<file path="src/rtl/axi_id_remap_table.sv">
// AXI4 ID remapper: folds a wide slave ID space onto 2**MstIdWidth master IDs through
// per-direction tracking tables, restoring the original ID on B and R.
package axi_id_remap_pkg;
  typedef struct packed {
    logic [7:0]  id;
    logic [31:0] addr;
    logic [7:0]  len;
    logic [2:0]  size;
    logic [1:0]  burst;
    logic [5:0]  atop;
  } slv_aw_t;
  typedef struct packed {
    logic [1:0]  id;
    logic [31:0] addr;
    logic [7:0]  len;
    logic [2:0]  size;
    logic [1:0]  burst;
    logic [5:0]  atop;
  } mst_aw_t;
  typedef struct packed {
    logic [7:0]  id;
    logic [31:0] addr;
    logic [7:0]  len;
    logic [2:0]  size;
    logic [1:0]  burst;
  } slv_ar_t;
  typedef struct packed {
    logic [1:0]  id;
    logic [31:0] addr;
    logic [7:0]  len;
    logic [2:0]  size;
    logic [1:0]  burst;
  } mst_ar_t;
  typedef struct packed {
    logic [31:0] data;
    logic [3:0]  strb;
    logic        last;
  } w_chan_t;
  typedef struct packed {
    logic [7:0] id;
    logic [1:0] resp;
  } slv_b_t;
  typedef struct packed {
    logic [1:0] id;
    logic [1:0] resp;
  } mst_b_t;
  typedef struct packed {
    logic [7:0]  id;
    logic [31:0] data;
    logic [1:0]  resp;
    logic        last;
  } slv_r_t;
  typedef struct packed {
    logic [1:0]  id;
    logic [31:0] data;
    logic [1:0]  resp;
    logic        last;
  } mst_r_t;
  typedef struct packed {
    slv_aw_t aw;
    logic    aw_valid;
    w_chan_t w;
    logic    w_valid;
    logic    b_ready;
    slv_ar_t ar;
    logic    ar_valid;
    logic    r_ready;
  } slv_req_t;
  typedef struct packed {
    logic   aw_ready;
    logic   ar_ready;
    logic   w_ready;
    slv_b_t b;
    logic   b_valid;
    slv_r_t r;
    logic   r_valid;
  } slv_resp_t;
  typedef struct packed {
    mst_aw_t aw;
    logic    aw_valid;
    w_chan_t w;
    logic    w_valid;
    logic    b_ready;
    mst_ar_t ar;
    logic    ar_valid;
    logic    r_ready;
  } mst_req_t;
  typedef struct packed {
    logic   aw_ready;
    logic   ar_ready;
    logic   w_ready;
    mst_b_t b;
    logic   b_valid;
    mst_r_t r;
    logic   r_valid;
  } mst_resp_t;
endpackage

// Protocol checks for one remap table.
module axi_id_remap_tbl_chk #(
  parameter int unsigned MstIdWidth = 2,
  parameter int unsigned NumEntries = 4,
  parameter int unsigned CntWidth   = 4,
  parameter int unsigned MaxTxnsPerId = 8
) (
  input logic                  clk,
  input logic                  rst,
  input logic [NumEntries-1:0] in_use,
  input logic [CntWidth-1:0]   cnt [NumEntries],
  input logic                  push,
  input logic [MstIdWidth-1:0] idx,
  input logic                  pop,
  input logic                  rsp_valid,
  input logic [MstIdWidth-1:0] rsp_id,
  input logic                  req_valid,
  input logic                  req_illegal
);
  localparam logic [CntWidth-1:0] MaxCnt = CntWidth'(MaxTxnsPerId);

  rsp_on_free_entry: assert property (@(posedge clk) disable iff (rst)
    rsp_valid |-> in_use[rsp_id]);
  cnt_overflow: assert property (@(posedge clk) disable iff (rst)
    (push && !(pop && (rsp_id == idx))) |-> (cnt[idx] != MaxCnt));
  cnt_underflow: assert property (@(posedge clk) disable iff (rst)
    pop |-> (cnt[rsp_id] != '0));
  atop_with_r_rsp: assert property (@(posedge clk) disable iff (rst)
    req_valid |-> !req_illegal);
endmodule

// One ID table: lookup/allocation on the request side, release on the response side.
module axi_id_remap_tbl #(
  parameter int unsigned SlvIdWidth   = 8,
  parameter int unsigned MstIdWidth   = 2,
  parameter int unsigned MaxTxnsPerId = 8
) (
  input  logic                  clk,
  input  logic                  rst,
  input  logic                  req_valid,
  input  logic [SlvIdWidth-1:0] req_id,
  input  logic                  req_ready,
  input  logic                  req_illegal,
  input  logic                  rsp_valid,
  input  logic                  rsp_ready,
  input  logic                  rsp_last,
  input  logic [MstIdWidth-1:0] rsp_id,
  output logic                  stall,
  output logic [MstIdWidth-1:0] mst_id,
  output logic [SlvIdWidth-1:0] slv_id,
  output logic                  busy
);
  localparam int unsigned NumEntries = 2**MstIdWidth;
  localparam int unsigned CntWidth   = $clog2(MaxTxnsPerId + 1);
  localparam logic [CntWidth-1:0] MaxCnt = CntWidth'(MaxTxnsPerId);

  logic [NumEntries-1:0] in_use_r;
  logic [SlvIdWidth-1:0] slv_id_r [NumEntries];
  logic [CntWidth-1:0]   cnt_r    [NumEntries];
  logic                  hold_valid_r;
  logic [MstIdWidth-1:0] hold_idx_r;

  logic [NumEntries-1:0] hit_vec_s, free_vec_s, inc_vec_s, dec_vec_s;
  logic [MstIdWidth-1:0] hit_idx_s, free_idx_s, idx_s;
  logic                  stall_s, fwd_s, push_s, pop_s;

  function automatic logic [MstIdWidth-1:0] lowest_set(input logic [NumEntries-1:0] vec);
    logic [MstIdWidth-1:0] idx;
    idx = '0;
    for (int i = NumEntries - 1; i >= 0; i--) begin
      idx = vec[i] ? MstIdWidth'(i) : idx;
    end
    return idx;
  endfunction

  // Per-entry hit/free flags and their lowest-index encodings.
  always_comb begin
    hit_vec_s  = '0;
    free_vec_s = '0;
    for (int i = 0; i < NumEntries; i++) begin
      hit_vec_s[i]  = in_use_r[i] && (slv_id_r[i] == req_id);
      free_vec_s[i] = !in_use_r[i];
    end
    hit_idx_s  = lowest_set(hit_vec_s);
    free_idx_s = lowest_set(free_vec_s);
  end

  // Index selection: a held index wins, then a hit, then the lowest free entry.
  always_comb begin
    idx_s   = free_idx_s;
    stall_s = ~(|free_vec_s);
    if (hold_valid_r) begin
      idx_s   = hold_idx_r;
      stall_s = 1'b0;
    end else if (|hit_vec_s) begin
      idx_s   = hit_idx_s;
      stall_s = (cnt_r[hit_idx_s] == MaxCnt);
    end else begin
      idx_s   = free_idx_s;
      stall_s = ~(|free_vec_s);
    end
  end

  assign fwd_s  = req_valid && !stall_s;
  assign push_s = fwd_s && req_ready;
  assign pop_s  = rsp_valid && rsp_ready && rsp_last;

  // Per-entry increment/decrement strobes.
  always_comb begin
    inc_vec_s = '0;
    dec_vec_s = '0;
    for (int i = 0; i < NumEntries; i++) begin
      inc_vec_s[i] = push_s && (idx_s == MstIdWidth'(i));
      dec_vec_s[i] = pop_s && (rsp_id == MstIdWidth'(i));
    end
  end

  // Hold register keeps the forwarded ID stable across a back-pressured request.
  always_ff @(posedge clk or posedge rst) begin
    if (rst) begin
      hold_valid_r <= 1'b0;
      hold_idx_r   <= '0;
    end else if (push_s) begin
      hold_valid_r <= 1'b0;
    end else if (fwd_s) begin
      hold_valid_r <= 1'b1;
      hold_idx_r   <= idx_s;
    end
  end

  // Table entries; a simultaneous allocate and release leaves the count as is.
  always_ff @(posedge clk or posedge rst) begin
    if (rst) begin
      in_use_r <= '0;
      for (int i = 0; i < NumEntries; i++) begin
        slv_id_r[i] <= '0;
        cnt_r[i]    <= '0;
      end
    end else begin
      for (int i = 0; i < NumEntries; i++) begin
        case ({inc_vec_s[i], dec_vec_s[i]})
          2'b10: begin
            if (cnt_r[i] != MaxCnt) begin
              cnt_r[i]    <= cnt_r[i] + CntWidth'(1);
              in_use_r[i] <= 1'b1;
              slv_id_r[i] <= req_id;
            end
          end
          2'b01: begin
            if (cnt_r[i] != '0) begin
              cnt_r[i]    <= cnt_r[i] - CntWidth'(1);
              in_use_r[i] <= (cnt_r[i] != CntWidth'(1));
            end
          end
          2'b11: begin
            in_use_r[i] <= 1'b1;
            slv_id_r[i] <= req_id;
          end
          default: ;
        endcase
      end
    end
  end

  assign stall  = stall_s;
  assign mst_id = idx_s;
  assign slv_id = slv_id_r[rsp_id];
  assign busy   = |in_use_r;

  axi_id_remap_tbl_chk #(
    .MstIdWidth   (MstIdWidth),
    .NumEntries   (NumEntries),
    .CntWidth     (CntWidth),
    .MaxTxnsPerId (MaxTxnsPerId)
  ) u_chk (
    .clk         (clk),
    .rst         (rst),
    .in_use      (in_use_r),
    .cnt         (cnt_r),
    .push        (push_s),
    .idx         (idx_s),
    .pop         (pop_s),
    .rsp_valid   (rsp_valid),
    .rsp_id      (rsp_id),
    .req_valid   (req_valid),
    .req_illegal (req_illegal)
  );
endmodule

module axi_id_remap_table #(
  parameter int unsigned SlvIdWidth   = 8,
  parameter int unsigned MstIdWidth   = 2,
  parameter int unsigned MaxTxnsPerId = 8,
  parameter type slv_req_t  = axi_id_remap_pkg::slv_req_t,
  parameter type slv_resp_t = axi_id_remap_pkg::slv_resp_t,
  parameter type mst_req_t  = axi_id_remap_pkg::mst_req_t,
  parameter type mst_resp_t = axi_id_remap_pkg::mst_resp_t
) (
  input  logic      clk_i,
  input  logic      rst_i,
  input  slv_req_t  slv_req_i,
  output slv_resp_t slv_resp_o,
  output mst_req_t  mst_req_o,
  input  mst_resp_t mst_resp_i,
  output logic      wr_busy_o,
  output logic      rd_busy_o
);
  logic                  wr_stall_s, rd_stall_s, run_s;
  logic [MstIdWidth-1:0] wr_mst_id_s, rd_mst_id_s;
  logic [SlvIdWidth-1:0] wr_slv_id_s, rd_slv_id_s;

  assign run_s = !rst_i;

  axi_id_remap_tbl #(
    .SlvIdWidth (SlvIdWidth), .MstIdWidth (MstIdWidth), .MaxTxnsPerId (MaxTxnsPerId)
  ) u_wr_tbl (
    .clk         (clk_i),
    .rst         (rst_i),
    .req_valid   (slv_req_i.aw_valid),
    .req_id      (slv_req_i.aw.id),
    .req_ready   (mst_resp_i.aw_ready),
    .req_illegal (slv_req_i.aw.atop[5]),
    .rsp_valid   (mst_resp_i.b_valid),
    .rsp_ready   (slv_req_i.b_ready),
    .rsp_last    (1'b1),
    .rsp_id      (mst_resp_i.b.id),
    .stall       (wr_stall_s),
    .mst_id      (wr_mst_id_s),
    .slv_id      (wr_slv_id_s),
    .busy        (wr_busy_o)
  );

  axi_id_remap_tbl #(
    .SlvIdWidth (SlvIdWidth), .MstIdWidth (MstIdWidth), .MaxTxnsPerId (MaxTxnsPerId)
  ) u_rd_tbl (
    .clk         (clk_i),
    .rst         (rst_i),
    .req_valid   (slv_req_i.ar_valid),
    .req_id      (slv_req_i.ar.id),
    .req_ready   (mst_resp_i.ar_ready),
    .req_illegal (1'b0),
    .rsp_valid   (mst_resp_i.r_valid),
    .rsp_ready   (slv_req_i.r_ready),
    .rsp_last    (mst_resp_i.r.last),
    .rsp_id      (mst_resp_i.r.id),
    .stall       (rd_stall_s),
    .mst_id      (rd_mst_id_s),
    .slv_id      (rd_slv_id_s),
    .busy        (rd_busy_o)
  );

  // Channel forwarding with ID substitution; handshakes are forced low while in reset.
  always_comb begin
    mst_req_o  = '0;
    slv_resp_o = '0;

    mst_req_o.aw.id    = wr_mst_id_s;
    mst_req_o.aw.addr  = slv_req_i.aw.addr;
    mst_req_o.aw.len   = slv_req_i.aw.len;
    mst_req_o.aw.size  = slv_req_i.aw.size;
    mst_req_o.aw.burst = slv_req_i.aw.burst;
    mst_req_o.aw.atop  = slv_req_i.aw.atop;
    mst_req_o.aw_valid = run_s && slv_req_i.aw_valid && !wr_stall_s;
    slv_resp_o.aw_ready = run_s && mst_resp_i.aw_ready && !wr_stall_s;

    mst_req_o.w        = slv_req_i.w;
    mst_req_o.w_valid  = run_s && slv_req_i.w_valid;
    slv_resp_o.w_ready = run_s && mst_resp_i.w_ready;

    slv_resp_o.b.id    = wr_slv_id_s;
    slv_resp_o.b.resp  = mst_resp_i.b.resp;
    slv_resp_o.b_valid = run_s && mst_resp_i.b_valid;
    mst_req_o.b_ready  = run_s && slv_req_i.b_ready;

    mst_req_o.ar.id    = rd_mst_id_s;
    mst_req_o.ar.addr  = slv_req_i.ar.addr;
    mst_req_o.ar.len   = slv_req_i.ar.len;
    mst_req_o.ar.size  = slv_req_i.ar.size;
    mst_req_o.ar.burst = slv_req_i.ar.burst;
    mst_req_o.ar_valid = run_s && slv_req_i.ar_valid && !rd_stall_s;
    slv_resp_o.ar_ready = run_s && mst_resp_i.ar_ready && !rd_stall_s;

    slv_resp_o.r.id    = rd_slv_id_s;
    slv_resp_o.r.data  = mst_resp_i.r.data;
    slv_resp_o.r.resp  = mst_resp_i.r.resp;
    slv_resp_o.r.last  = mst_resp_i.r.last;
    slv_resp_o.r_valid = run_s && mst_resp_i.r_valid;
    mst_req_o.r_ready  = run_s && slv_req_i.r_ready;
  end
endmodule
</file>
<file path="config.mk">
export PLATFORM = sky130hd
export DESIGN_NAME = axi_id_remap_table
export DESIGN_NICKNAME = d
export VERILOG_FILES = /design/src/rtl/axi_id_remap_table.sv
export SDC_FILE = /design/constraint.sdc
export NUM_CORES = 1
export LEC_CHECK = 0
export BUFFER_PORTS_ARGS = -buffer_cell sky130_fd_sc_hd__buf_2
export CORE_MARGIN = 5
export CORE_UTILIZATION = 34
export CTS_CLUSTER_SIZE = 8
export DETAILED_ROUTE_END_ITERATION = 12
export PLACE_DENSITY = 0.68
export SETUP_SLACK_MARGIN = 0.4
export SYNTH_ARGS = -nofsm -noshare
export SYNTH_HDL_FRONTEND = slang
export SYNTH_SLANG_ARGS = --single-unit
</file>
<file path="constraint.sdc">
create_clock -name clk_i -period 4.2 [get_ports clk_i]
set_input_delay 0.42 -clock clk_i [delete_from_list [all_inputs] [get_ports clk_i]]
set_output_delay 0.42 -clock clk_i [all_outputs]
set_load 0.02 [all_outputs]
</file>
* Yosys cells after proc, flatten, opt, wreduce, memory -nomap -nowiden
Index checks and enable logic that the tools add are counted.
Cells by class: reduce and logical (&&, ||, !) cells 126, magnitude comparators 4, muxes and demuxes 104, add/subtract/negate cells 16, eq/ne operators 78, bitwise gates (word level) 8
Operators by type and width (number):
- $pmux W8 S2 | 8
- $mux W8 | 12
- $mux W4 | 20
- $eq A8 B8 Y1 | 8
- $pmux W4 S2 | 8
- $eq A2 B2 Y1 const B | 24
- $reduce_and A3 Y1 | 16
- $logic_and A1 B1 Y1 | 45
- $mux W2 | 20
- $reduce_bool A2 Y1 | 18
- $add A4 B1 Y4 const B | 8
- $bmux W8 S2 | 2
- $ne A2 B1 Y1 const B | 16
- $ne A4 B1 Y1 const B | 8
- $ne A4 B4 Y1 const B | 8
- $reduce_bool A4 Y1 | 8
- $sub A4 B1 Y4 const B | 8
- $eq A2 B1 Y1 const B | 12
- $mux W1 | 24
- $pmux W1 S3 | 8
- $reduce_bool A3 Y1 | 8
- $reduce_or A4 Y1 | 6
- $reduce_and A2 Y1 | 10
- $bmux W4 S2 | 2
- other kinds (6) | 29
Word-level totals: word-level logic and storage cells 364, register bits 110, bits of input ports 202, output and inout port bits 202

* Depth between registers and ports, before layout
Gate-level depths: netlist (run 1).
depth in word-level cells 20, mapped depth 17, mapped depth without buffers 15

* Modules after synthesis
A second synthesis (run 1) with hierarchy kept.
Unflattened totals: cell total of the unflattened synthesis 951, area, all modules 9337.7 um^2
Modules (own cells, without submodules):
- axi_id_remap_tbl at u_rd_tbl | cells an instance 391, area an instance 4032.6 um^2, times used 1
- axi_id_remap_tbl at u_wr_tbl | cells an instance 377, area an instance 3922.5 um^2, times used 1
- axi_id_remap_table | cells an instance 183, area an instance 1382.6 um^2, times used 1

* Worst setup path before layout (run 1)
No wires, ideal clock.
path kind input-to-output, start input rst_i, end output slv_resp_o[56] (netlist name), data arrival time 3.414 ns, buffers on the path 1, stages on the path 3, slack 0.366 ns, required time 3.780 ns, cell sequence clkbuf_1 -> inv_1 -> o211a_1
RTL lines:
- start: declaration | line 298 | input logic rst_i,
- end: declaration | line 300 | output slv_resp_t slv_resp_o,

* Worst setup path in the final report (run 1)
start register u_wr_tbl.slv_id_r[16] (netlist name), end register u_wr_tbl.cnt_r[15] (netlist name)
On the way: cells in the longest elaborated chain, start to end 18, elaborated cells between the ends (all ways) 26
Ends and longest elaborated chain:
- start: declaration | line 156 | logic [SlvIdWidth-1:0] slv_id_r [NumEntries];
- start signal: indexed assignment | line 244 | slv_id_r[i] <= req_id;
- start signal: indexed assignment | line 255 | slv_id_r[i] <= req_id;
- $eq A8 B8 Y1 (*) | line 179 | hit_vec_s[i] = in_use_r[i] && (slv_id_r[i] == req_id);
- $logic_and A1 B1 Y1 (*) | line 179
- $mux W2 (2 in a row) | line 169 | idx = vec[i] ? MstIdWidth'(i) : idx;
- $not A2 Y3 (implied by the code) | line 195 | stall_s = (cnt_r[hit_idx_s] == MaxCnt);
- $bmux W4 S2 | line 195
- $mux W4 (implied by the code) (2 in a row) | line 195
- $eq A4 B4 Y1 | line 195
- $mux W1 | line 193 | end else if (|hit_vec_s) begin
- $mux W1 | line 190 | if (hold_valid_r) begin
- $logic_not A1 Y1 | line 202 | assign fwd_s = req_valid && !stall_s;
- $logic_and A1 B1 Y1 | line 202
- $logic_and A1 B1 Y1 | line 203 | assign push_s = fwd_s && req_ready;
- $logic_and A1 B1 Y1 (*) | line 211 | inc_vec_s[i] = push_s && (idx_s == MstIdWidth'(i));
- $eq A2 B1 Y1 or $eq A2 B2 Y1 (tied branches) | line 239 | case ({inc_vec_s[i], dec_vec_s[i]})
- $ne A2 B1 Y1 (no line) or $reduce_bool A2 Y1 (tied branches)
- $reduce_and A3 Y1 (no line)
- end signal: indexed assignment | line 242 | cnt_r[i] <= cnt_r[i] + CntWidth'(1);
- end signal: indexed assignment | line 249 | cnt_r[i] <= cnt_r[i] - CntWidth'(1);
- end: declaration | line 157 | logic [CntWidth-1:0] cnt_r [NumEntries];
Every way passes the cells marked *; elsewhere a longest branch is shown, timed or not. The select of a mux whose other input is x is not followed. A chain may end at the register's enable or synchronous reset.

==> results of run 1 <==
## registers in the layout (all words and copies together), names as in the netlist
signal and flops:
u_wr_tbl.cnt_r 16, u_rd_tbl.in_use_r 4, u_wr_tbl.slv_id_r 32, u_wr_tbl.in_use_r 4, u_rd_tbl.hold_valid_r 1, u_rd_tbl.slv_id_r 32, u_wr_tbl.hold_valid_r 1, u_wr_tbl.hold_idx_r 2
u_rd_tbl.hold_idx_r 2, u_rd_tbl.cnt_r 16
## worst paths after layout
check | startpoint | endpoint | slack [ns] | cells after the start
setup / recovery | u_wr_tbl.slv_id_r[16] | u_wr_tbl.cnt_r[15] | 0.74 | 14
hold / removal | rst_i | u_rd_tbl.cnt_r[12] | 0.13 | 2
setup reg to reg | u_wr_tbl.slv_id_r[16] | u_wr_tbl.cnt_r[15] | 0.74 | 14
hold reg to reg | u_wr_tbl.hold_idx_r[0] | u_wr_tbl.hold_idx_r[0] | 0.52 | 1
max in group asynchronous | rst_i | u_wr_tbl.cnt_r[0] | 2.86 | 3
min in group clk_i | slv_req_i[1] | u_rd_tbl.hold_valid_r | 0.26 | 2
## layout make-up
type	count	area, sq um	area share [%]
well taps	335	419	4.86
multi-input cells	557	4640	53.8
flip-flops and latches	110	2750	31.9
repair buffers	71	370	4.29
clock buffers	10	229	2.65
inverters	39	153	1.77
clock inverters	6	63.8	0.739
## metal layers
layer	wire length, microns	vias to the layer above	GRT usage (%)
met2	9900	219	22.5
met3	1400	78	3.89
li1	-	2770	-
met5	0	-	0
met4	691	0	5.35
met1	8410	2908	16.0
## through the flow
| stage | cells | setup WS [ns] | area, sq um | hold WS, ns |
|---|---|---|---|---|
| after detailed placement | 1112 | 0.562 | 8340 | 0.501 |
| final | 1128 | 0.740 | 8630 | 0.127 |
| after floorplan | 911 | 0.740 | 9030 | 0.481 |
| after global placement | 1112 | 0.646 | 8340 | 0.494 |
| after CTS | 1128 | 0.738 | 8630 | 0.157 |
| after global routing | 1128 | 0.495 | 8630 | 0.170 |
## cells by family after synthesis
group	after synthesis
multiplexers	89
adder cells (fa/ha/maj)	43
flip-flops	110
buffers and inverters	244
AND/OR/NAND/NOR	217
XOR/XNOR	83
AO/OA/AOI/OAI	125
## placed cells by master (no fill, tap or decap), drive strengths merged, types with 9 or more instances in the layout
cell,count
clkbuf,10
mux2,68
mux4,16
inv,41
nor2b,12
xor2,10
nor2,46
a21oi,27
nand2b,9
dfrtp,110
nor3,22
nand2,41
xnor2,73
nand3,22
ha,43
nand4,13
o21ai,22
buf,71
## Yosys cell counts (4+ instances only)
master	n
mux2_4	16
and3_1	7
buf_1	5
nand4_1	13
a211o_1	6
clkbuf_1	9
a41oi_1	4
a31o_2	5
and2_1	5
buf_6	4
nor3_1	18
nor2b_1	12
a31oi_1	4
dfrtp_1	110
xor2_1	10
mux2i_1	5
nor4b_1	6
ha_1	43
nand2b_1	9
nand2_1	40
buf_4	178
o221ai_1	4
o21ai_0	22
inv_1	38
o22ai_1	5
buf_2	9
mux2_2	52
nor3_2	4
nand4b_1	4
or3_1	7
xnor2_1	73
mux4_2	16
nand3_1	22
a21oi_1	27
nor2_1	44
## worst register-to-register path, delay by kind of cell (launching register included)
family	cells	cell delay, ns
AO/OA/AOI/OAI	3	0.39
flip-flops	1	0.41
adder cells (fa/ha/maj)	1	0.26
AND/OR/NAND/NOR	8	1.95
XOR/XNOR	2	0.36
## power by group through the flow
stage	clock network [mW]	registers, mW	logic [mW]
after floorplan	0	1.96	2.54
after detailed placement	0	2.17	2.76
after global placement	0	2.15	2.71
after global routing	0.930	2.24	3.06
after CTS	0.885	2.15	2.79
final	0.861	2.16	2.77
==> run metrics, run 1 <==
Worst-Skew Late Latency=roughly 0.37 ns; run status=complete, no violations; Sw Share=approximately 43%; total core area=0.0261 sq mm; wire length per cell=roughly 18 microns; Final Hold Fails=0; # resized after CTS=0; CP most frequent cell=a21oi_1; Clk Tree Root Cell=clkbuf_16; mapped cell area=between 0.009 and 0.01 sq mm; global-route wire length before repair=about 33,000 microns; CP peak stage delay=between 0.5 and 0.6 ns; Synth Area in Simple Gates=between 10% and 20%; critical path class=flop to flop; Antenna Cells=0; Ports=about 400; # nets final=1,033; placed wire-length estimate=~15,000 microns; number of hold buffers added after cts=0; GP Congestion=roughly 0.84; Die Height=between 150 and 200 microns; number of global-route vias before repair=~6,100; TritonCTS buffer count=9; PwrDens=671 mW/mm^2; Slew Viols, Final=0; Logic pwr share=a little under half; Leakage=3.59 nW; XOR/XNOR Fraction of Synth Area=about 8%; clk slew on worst S/H paths=around 0.090 ns; Most used DFF post-synth=dfrtp_1; Starting Density=roughly 35%; initial antenna violation count=0; largest family of logic cells by synthesized area=buffers and inverters; Clock Tree Buf Depth=2; Clock Skew=0.0157 ns; Die X=~170 microns; Ys Warns=0; Critical Path RT=4.49 ns; delay-heaviest family, CP=simple AND/OR/NAND/NOR gates; Mapped Cells=911; FP Rows=around 60; share of layout cells above drive strength 1=25.1%; Peak VDD IR=~290 uV; DR vias/cell=~5.3; Critical Path, Cell by Cell=xnor2_1 -> nand4_1 -> nor4_2 -> nor3b_1 -> a211o_1 -> and2_1 -> nand3_1 -> or3_1 -> ha_1 -> nand2_1 -> a21oi_1 -> or2_2 -> a21oi_1 -> xor2_1; power consumption=a little under 6 mW; Pre-antenna DRT Iters=4; Final ANT Viol Nets=0; Flop pwr share=a little under two fifths; period utilization=about 82%; post-synth top area cell=dfrtp_1; gr usage total=13.3%; CP Data Arrival Time=between 3 and 4 ns; CTS sink cnt=110; Setup violations, final=0; Syn Nets=between 1,000 and 1,500; Synth area leaders=dfrtp_1, buf_4, xnor2_1; Internal=about 3.3 mW; CTS H-Tree Depth=3; DR DRC count=0; multiplexer area fraction after synthesis=between 10% and 20%; Mean Syn Cell Area=approximately 9.9 sq um; clock period minus worst slack=approximately 3.5 ns; final WL=between 20,000 and 25,000 microns; Starting DRT DRC Count=329; FILL cells=~2,700; DR vias=5,975; top cell type's share of synthesized area=a little under a third; library cells used by synthesis=77; port bufs=between 60 and 70; postcts setup bufs=0; Seq cells post-synth=110; largest net degree at the start of global routing=75; EDFF count, synth=0; Worst Tran Pin Value=approximately 0.96 ns; setup TNS=0 ns; Crit Path Max Fanout=5; Die ar.=0.0299 sq mm; FFs w/ async S/R, synth=100%; Rel. slew slack=between 30 and 40%; CTS tree=yes; sequential-to-total area share from yosys stat=a little under a third; CP startpoint kind=flop; unrepaired setup endpoints after global routing=no; fmax=289 MHz; Synth Area in Compound Gates=between 10% and 20%; Clock power frac=between 10% and 20%; fin util=33.0%; critical path endpoint category=flop; Max-cap violations=0; CP bufs+invs=0; Post-Synth Adder-Cell Area=5.96%; NetSw=2.46 mW; Area Overhead vs Synth=-4.35%; GRT Residual Overflow=0; Crit-path slowest cell=nor4_2; Hold Crit Class=primary input to asynchronous set/reset pin
Power figures use the tool's default switching activity.
==> run 2, diff against run 1 <==
ABC_AREA = 1   (was default)
clock period = 3.4 ns   (was 4.2 ns; I/O delays follow)
==> run 2 against run 1 <==
- fmax is 15% higher
- hold slack better by 0.11 ns
- sequential cell count stayed put
- register-to-register slack worse by 0.34 ns
- first-iteration DRC count is 74% higher
- sequential power is 17% higher
- via count is 23% higher
- clock-buffer cell count stayed put
- critical endpoint is now u_wr_tbl.in_use_r[2]
- utilization is 2.1 points higher
==> run metrics, run 2 <==
Die ar.=0.0297 sq mm (-0.65%); mapped cell area=0.00896 sq mm (-0.69%); Final Instance Area=0.00914 sq mm (+5.9%); Hold Crit Class=primary input to flop; DR vias=7,361 (+23%); clk slew on worst S/H paths=0.08 ns (about the same); Antenna Cells=0 (unchanged); worst r2r src=u_wr_tbl.slv_id_r[7]; global-route wire length before repair=33,800 microns (+3.3%); share of layout cells above drive strength 1=18.6% (-6.5 points); power consumption=6.78 mW (+17%); Clock Skew=0.0129 ns (-0.00278 ns); most common cell in the netlist=nand2_1; Ports=404 (unchanged); CP startpoint kind=flop; Worst Tran Pin Value=0.877 ns (-0.0805 ns); Reg2Reg Depth=28 (+14); port bufs=65 (unchanged); Worst Setup SP=u_wr_tbl.slv_id_r[7]; Synth area leaders=dfrtp_1, buf_4, nand2_1; Post-synth top cells=nand2_1, buf_4, inv_1; Clk Tree Root Cell=clkbuf_16; Rel. slew slack=41.1% (+4.9 points); Final ANT Viol Nets=0 (unchanged); clock period minus worst slack=3.00 ns (-0.461 ns); Critical Path RT=3.70 ns (-0.79 ns); Die Height=172 microns (-0.33%); TritonCTS buffer count=9 (unchanged); EDFF count, synth=0 (unchanged); final WL=21,200 microns (+3.9%); Leakage=4.52 nW (+26%); most frequent cells in the layout=nand2_1, inv_1, dfrtp_1; top flop regs=u_rd_tbl.slv_id_r (32), u_wr_tbl.slv_id_r (32); unrepaired setup endpoints after global routing=yes; reg2reg end=u_wr_tbl.in_use_r[2]; Ys Warns=0 (unchanged); GRT Residual Overflow=0 (unchanged); Mean Syn Cell Area=7.25 sq um (-27%); CP Data Arrival Time=3.29 ns (-0.46 ns); placed wire-length estimate=15,300 microns (+0.72%); gr usage total=14.0% (+0.74 points); Mapped Cells=1,236 (+36%); Setup violations, final=0 (unchanged); CTS H-Tree Depth=3 (unchanged); Clock Tree Buf Depth=2 (unchanged); CTS tree=yes; number of global-route vias before repair=7,023 (+15%); sequential-to-total area share from yosys stat=30.7% (+0.21 points); Crit-path slowest cell=dfrtp_1; Slew Viols, Final=0 (unchanged); DR DRC count=0 (unchanged); Starting Density=34.5% (-0.045 points); total core area=0.0260 sq mm (-0.57%); run status=complete, no violations; CP peak stage delay=0.38 ns (-0.14 ns); critical path endpoint category=flop; DR vias/cell=4.93 (-7.0%); Worst Setup EP=u_wr_tbl.in_use_r[2]; setup TNS=0 ns (unchanged); FILL cells=2,718 (+1.6%); most common cell after layout, fill and taps aside=nand2_1; library cells used by synthesis=43 (-44%); Syn Nets=1,481 (+28%); Worst-Skew Late Latency=0.37 ns (about the same); top cell type's share of synthesized area=30.7% (+0.21 points); wire length per cell=14.2 microns (-22%); Die X=172 microns (-0.33%); Pre-antenna DRT Iters=7 (+3); Area Overhead vs Synth=2.00%; Starting DRT DRC Count=574 (+74%); fmax=333 MHz (+15%); GP Congestion=0.878 (+4.2%); FP Rows=59 (unchanged); Max-cap violations=0 (unchanged); Most used DFF post-synth=dfrtp_1; Fin Hold WS=0.240 ns (+0.113 ns); CP most frequent cell=nand2_2; Final Hold Fails=0 (unchanged); critical path class=flop to flop; initial antenna violation count=0 (unchanged); Worst R2R Setup Slack=0.40 ns (-0.34 ns); period utilization=88.2% (+5.8 points); Crit Path Max Fanout=3 (-2); Peak VDD IR=350 uV (+22%); FFs w/ async S/R, synth=100% (unchanged); largest net degree at the start of global routing=56 (-25%); post-synth top area cell=dfrtp_1; Seq cells post-synth=110 (unchanged); PwrDens=742 mW/mm^2 (+11%); Post-DP Area=0.00841 sq mm (+0.93%); # nets final=1,399 (+35%); CTS sink cnt=110 (unchanged)
==> run 2: cell count changes after synthesis, moves of 14 or more <==
| cell | change |
|---|---|
| mux2_2 | -52 |
| a21oi_1 | -17 |
| o21ai_1 | +21 |
| xnor2_1 | -54 |
| xor2_1 | +21 |
| mux2_4 | -16 |
| inv_1 | +93 |
| nand3_1 | +53 |
| mux4_2 | -16 |
| o21ai_0 | +68 |
| inv_2 | +16 |
| a22oi_1 | +14 |
| nand2_1 | +253 |
| nor2_1 | +50 |
==> run 2: through the flow <==
| stage | utilization (%) | std cells | worst slack (ns) |
|---|---|---|---|
| 2_1_floorplan | - | 1236 | 0.415 |
| 3_3_place_gp | 32.4 | 1453 | 0.0999 |
| 3_5_place_dp | 32.4 | 1453 | -0.0658 |
| 4_1_cts | 34.2 | 1482 | 0.347 |
| 5_1_grt | 35.2 | 1494 | 0.184 |
| 6_report | 35.2 | 1494 | 0.401 |
==> run 2: worst max-delay path, delay by kind of cell (launching register included) <==
| family | cells | cell delay, ns |
|---|---|---|
| simple gates | 18 | 1.66 |
| compound gates | 3 | 0.26 |
| fa+ha+maj | 1 | 0.14 |
| flops | 1 | 0.38 |
| buf+inv | 6 | 0.47 |
==> run 2: repair_timing <==
action	in CTS	in global routing
hold buffers	0	0
cloned	0	1
buffers inserted	13	11
resized for setup	28	54
pin swaps	14	32
setup endpoints to repair	10	39
==> run 2: cell type report <==
class / count / area (sq um) / area share (%)
Multi-Input combinational cell: 784 / 4470 / 49.0
Sequential cell: 110 / 2750 / 30.1
Timing Repair Buffer: 101 / 646 / 7.06
Inverter: 148 / 564 / 6.17
Tap cell: 335 / 419 / 4.59
Clock buffer: 10 / 229 / 2.51
Clock inverter: 6 / 53.8 / 0.589
==> run 2: how the worst min path moves through the flow <==
stage                                      start                      to  slack (ns)  depth (start not counted)
after floorplan                     slv_req_i[1]   u_rd_tbl.hold_valid_r        0.44                          1
after global placement    u_wr_tbl.hold_idx_r[1]  u_wr_tbl.hold_idx_r[1]        0.47                          2
after detailed placement  u_wr_tbl.hold_idx_r[1]  u_wr_tbl.hold_idx_r[1]        0.48                          2
after CTS                         slv_req_i[151]    u_wr_tbl.slv_id_r[5]        0.22                          3
after global routing              slv_req_i[151]    u_wr_tbl.slv_id_r[5]        0.25                          3
final                             slv_req_i[151]    u_wr_tbl.slv_id_r[5]        0.24                          3
==> run 2: report_power, final <==
part           internal (mW)  total, mW  switching (mW)
registers               1.91       2.52           0.616
clock network          0.512       1.06           0.545
logic                   1.27       3.20            1.92
==> run 2: kinds of logic after synthesis <==
| kind of cell | after synthesis | synth area share (%) |
|---|---|---|
| AO/OA/AOI/OAI | 161 | 10.6 |
| XOR/XNOR | 50 | 4.89 |
| adder cells (fa/ha/maj) | 43 | 6.00 |
| buffers and inverters | 342 | 21.8 |
| flip-flops | 110 | 30.7 |
| multiplexers | 1 | 0.112 |
| AND/OR/NAND/NOR | 529 | 25.8 |
==> run 2: routing by layer <==
metal / track usage, % / wire [microns] / up-vias
met4: 7.31 / 963 / 0
met2: 22.4 / 9430 / 255
li1: - / - / 3598
met1: 17.6 / 9310 / 3433
met5: 0 / 0 / -
met3: 3.38 / 1490 / 75
==> run 3, diff against run 2 <==
CORE_UTILIZATION = 30   (was 34)
PLACE_DENSITY = 0.62   (was 0.68)
==> run 3 against run 2 <==
- combinational power is 2% higher
- routed wire length is 0.74% higher
- die area is 13% higher
- sequential cell count stayed put
- sequential share of layout area is 0.67 points lower
- register-to-register slack better by 0.05 ns
- worst setup slack better by 0.050 ns
- sequential power hardly changed
- via count is 1.0% lower
- hold slack worse by 0.031 ns
- clock power is 11% higher
- critical path type unchanged
==> run metrics, run 3 (same netlist as run 2, synthesis figures left out) <==
initial antenna violation count=0 (unchanged); number of global-route vias before repair=6,916 (-1.5%); Leakage=4.57 nW (+1.2%); Ports=404 (unchanged); total core area=0.0296 sq mm (+14%); unrepaired setup endpoints after global routing=yes; DR vias/cell=4.68 (-5.0%); Setup violations, final=0 (unchanged); Clk Tree Root Cell=clkbuf_16; Rel. slew slack=41.2% (+0.19 points); Crit-path slowest cell=dfrtp_1; Starting DRT DRC Count=718 (+25%); fmax=339 MHz (+1.7%); most common cell after layout, fill and taps aside=nand2_1; most frequent cells in the layout=nand2_1, inv_1, dfrtp_1; critical path class=flop to flop; CP startpoint kind=flop; Peak VDD IR=356 uV (+1.7%); Slew Viols, Final=0 (unchanged); PwrDens=749 mW/mm^2 (+0.96%); global-route wire length before repair=34,300 microns (+1.3%); share of layout cells above drive strength 1=19.5% (+0.81 points); CTS sink cnt=110 (unchanged); TritonCTS buffer count=9 (unchanged); run status=complete, no violations; Worst R2R Setup Slack=0.45 ns (+0.05 ns); Worst Setup EP=u_wr_tbl.cnt_r[6]; DR vias=7,287 (-1.0%); reg2reg end=u_wr_tbl.cnt_r[6]; Hold Crit Class=primary input to asynchronous set/reset pin; CP Depth=25 (-11%); CP bufs+invs=5 (-1); Crit Path Max Fanout=4 (+1); clock period minus worst slack=2.95 ns (-0.0496 ns); wire length per cell=13.7 microns (-3.3%); final WL=21,400 microns (+0.74%); Critical Path RT=3.65 ns (-0.05 ns); placed wire-length estimate=15,000 microns (-2.0%); Reg2Reg Depth=25 (-11%); worst r2r src=u_wr_tbl.slv_id_r[25]; port bufs=65 (unchanged); Die Height=183 microns (+6.1%); Clock Tree Buf Depth=2 (unchanged); Worst Tran Pin Value=0.875 ns (-0.00279 ns); DR DRC count=0 (unchanged); FP Rows=63 (+6.8%); Die X=183 microns (+6.1%); CTS H-Tree Depth=3 (unchanged); gr usage total=12.3% (-1.8 points); delay-heaviest family, CP=simple AND/OR/NAND/NOR gates; Worst Setup SP=u_wr_tbl.slv_id_r[25]; Max-cap violations=0 (unchanged); Antenna Cells=0 (unchanged); power consumption=7.00 mW (+3.2%); Starting Density=30.3% (-4.2 points); CTS tree=yes; # nets final=1,407 (+0.57%); CP peak stage delay=0.41 ns (+0.03 ns); GRT Residual Overflow=0 (unchanged); Area Overhead vs Synth=4.30%; CP Data Arrival Time=3.20 ns (-0.09 ns); top flop regs=u_rd_tbl.slv_id_r (32), u_wr_tbl.slv_id_r (32); setup TNS=0 ns (unchanged); Clock Skew=0.0115 ns (-0.00142 ns); critical path endpoint category=flop; Pre-antenna DRT Iters=6 (-1); largest net degree at the start of global routing=56 (unchanged); Final ANT Viol Nets=0 (unchanged); clk slew on worst S/H paths=0.08 ns (about the same); Die ar.=0.0334 sq mm (+13%); period utilization=86.7% (-1.5 points); Final Hold Fails=0 (unchanged); Worst-Skew Late Latency=0.37 ns (about the same); GP Congestion=0.842 (-4.1%)
run 3: cell types whose count changed in the layout (fill, tap and decap cells not counted), sizes merged:
cell      change
buf           +8
clkinvlp      +1
bufinv        +2
inv           -3
run 3: worst min path at each step:
stage                                   endpoint  depth (start not counted)
after floorplan            u_rd_tbl.hold_valid_r                          1
after global placement    u_rd_tbl.hold_idx_r[1]                          2
after detailed placement  u_wr_tbl.hold_idx_r[0]                          2
after CTS                   u_wr_tbl.slv_id_r[5]                          3
after global routing        u_wr_tbl.slv_id_r[5]                          3
final                         u_wr_tbl.cnt_r[13]                          2
run 3: metal layers:
layer / share of wire [%] / wire length, microns / track usage [%] / up-vias
met4: 2.8 / 591 / 4.59 / 0
met1: 44 / 9460 / 16.2 / 3356
li1: - / - / - / 3613
met2: 45 / 9670 / 19.1 / 247
met5: 0 / 0 / 0 / -
met3: 7.6 / 1630 / 3.49 / 71
run 3: layout make-up:
class	count	area (sq um)
Fill cell	3140	20200
Multi-Input combinational cell	784	4530
Inverter	148	564
Clock inverter	6	85.1
Tap cell	390	488
Timing Repair Buffer	109	689
Clock buffer	10	239
Sequential cell	110	2750
run 3: report_power, final:
group / switching (mW) / internal (mW)
combinational: 1.93 / 1.35
sequential: 0.629 / 1.91
clock: 0.519 / 0.664
total: 3.08 / 3.92
run 3: worst reg2reg max path, cell delays in order (launching register included):
cell      delay [ns]
dfrtp_1         0.41
inv_1           0.06
nor2_1          0.04
nor3_1          0.17
nand3_1         0.14
nor2_2          0.19
inv_2           0.09
nand2_1         0.11
nor2_2          0.06
nand3b_1        0.17
nand2_2         0.08
nand2_2         0.07
nor2_4          0.12
nand2_4         0.08
nor2_4          0.11
inv_2           0.06
ha_4            0.17
inv_4           0.05
nor3_2          0.04
nand2_1         0.08
nand2_1         0.06
nor2_2          0.11
inv_2           0.07
nor2_4          0.09
o21ai_2         0.06
xor2_1          0.13
run 3: timing repair:
action	in CTS	in global routing
setup endpoints to repair	6	40
cloned	0	3
resized for setup	22	70
setup buffers	22	6
hold buffers	0	0
pin swaps	15	32
run 3: through the flow:
step                cells  instance area [sq um]  setup slack (ns)  hold WS (ns)  utilization [%]
detailed placement   1510                   8500            0.0127         0.468             28.7
CTS                  1548                   9050             0.406         0.224             30.6
global route         1557                   9350             0.212         0.255             31.6
global placement     1510                   8500             0.141         0.470             28.7
floorplan            1236                   8980             0.415         0.436                -
finish               1557                   9350             0.451         0.209             31.6
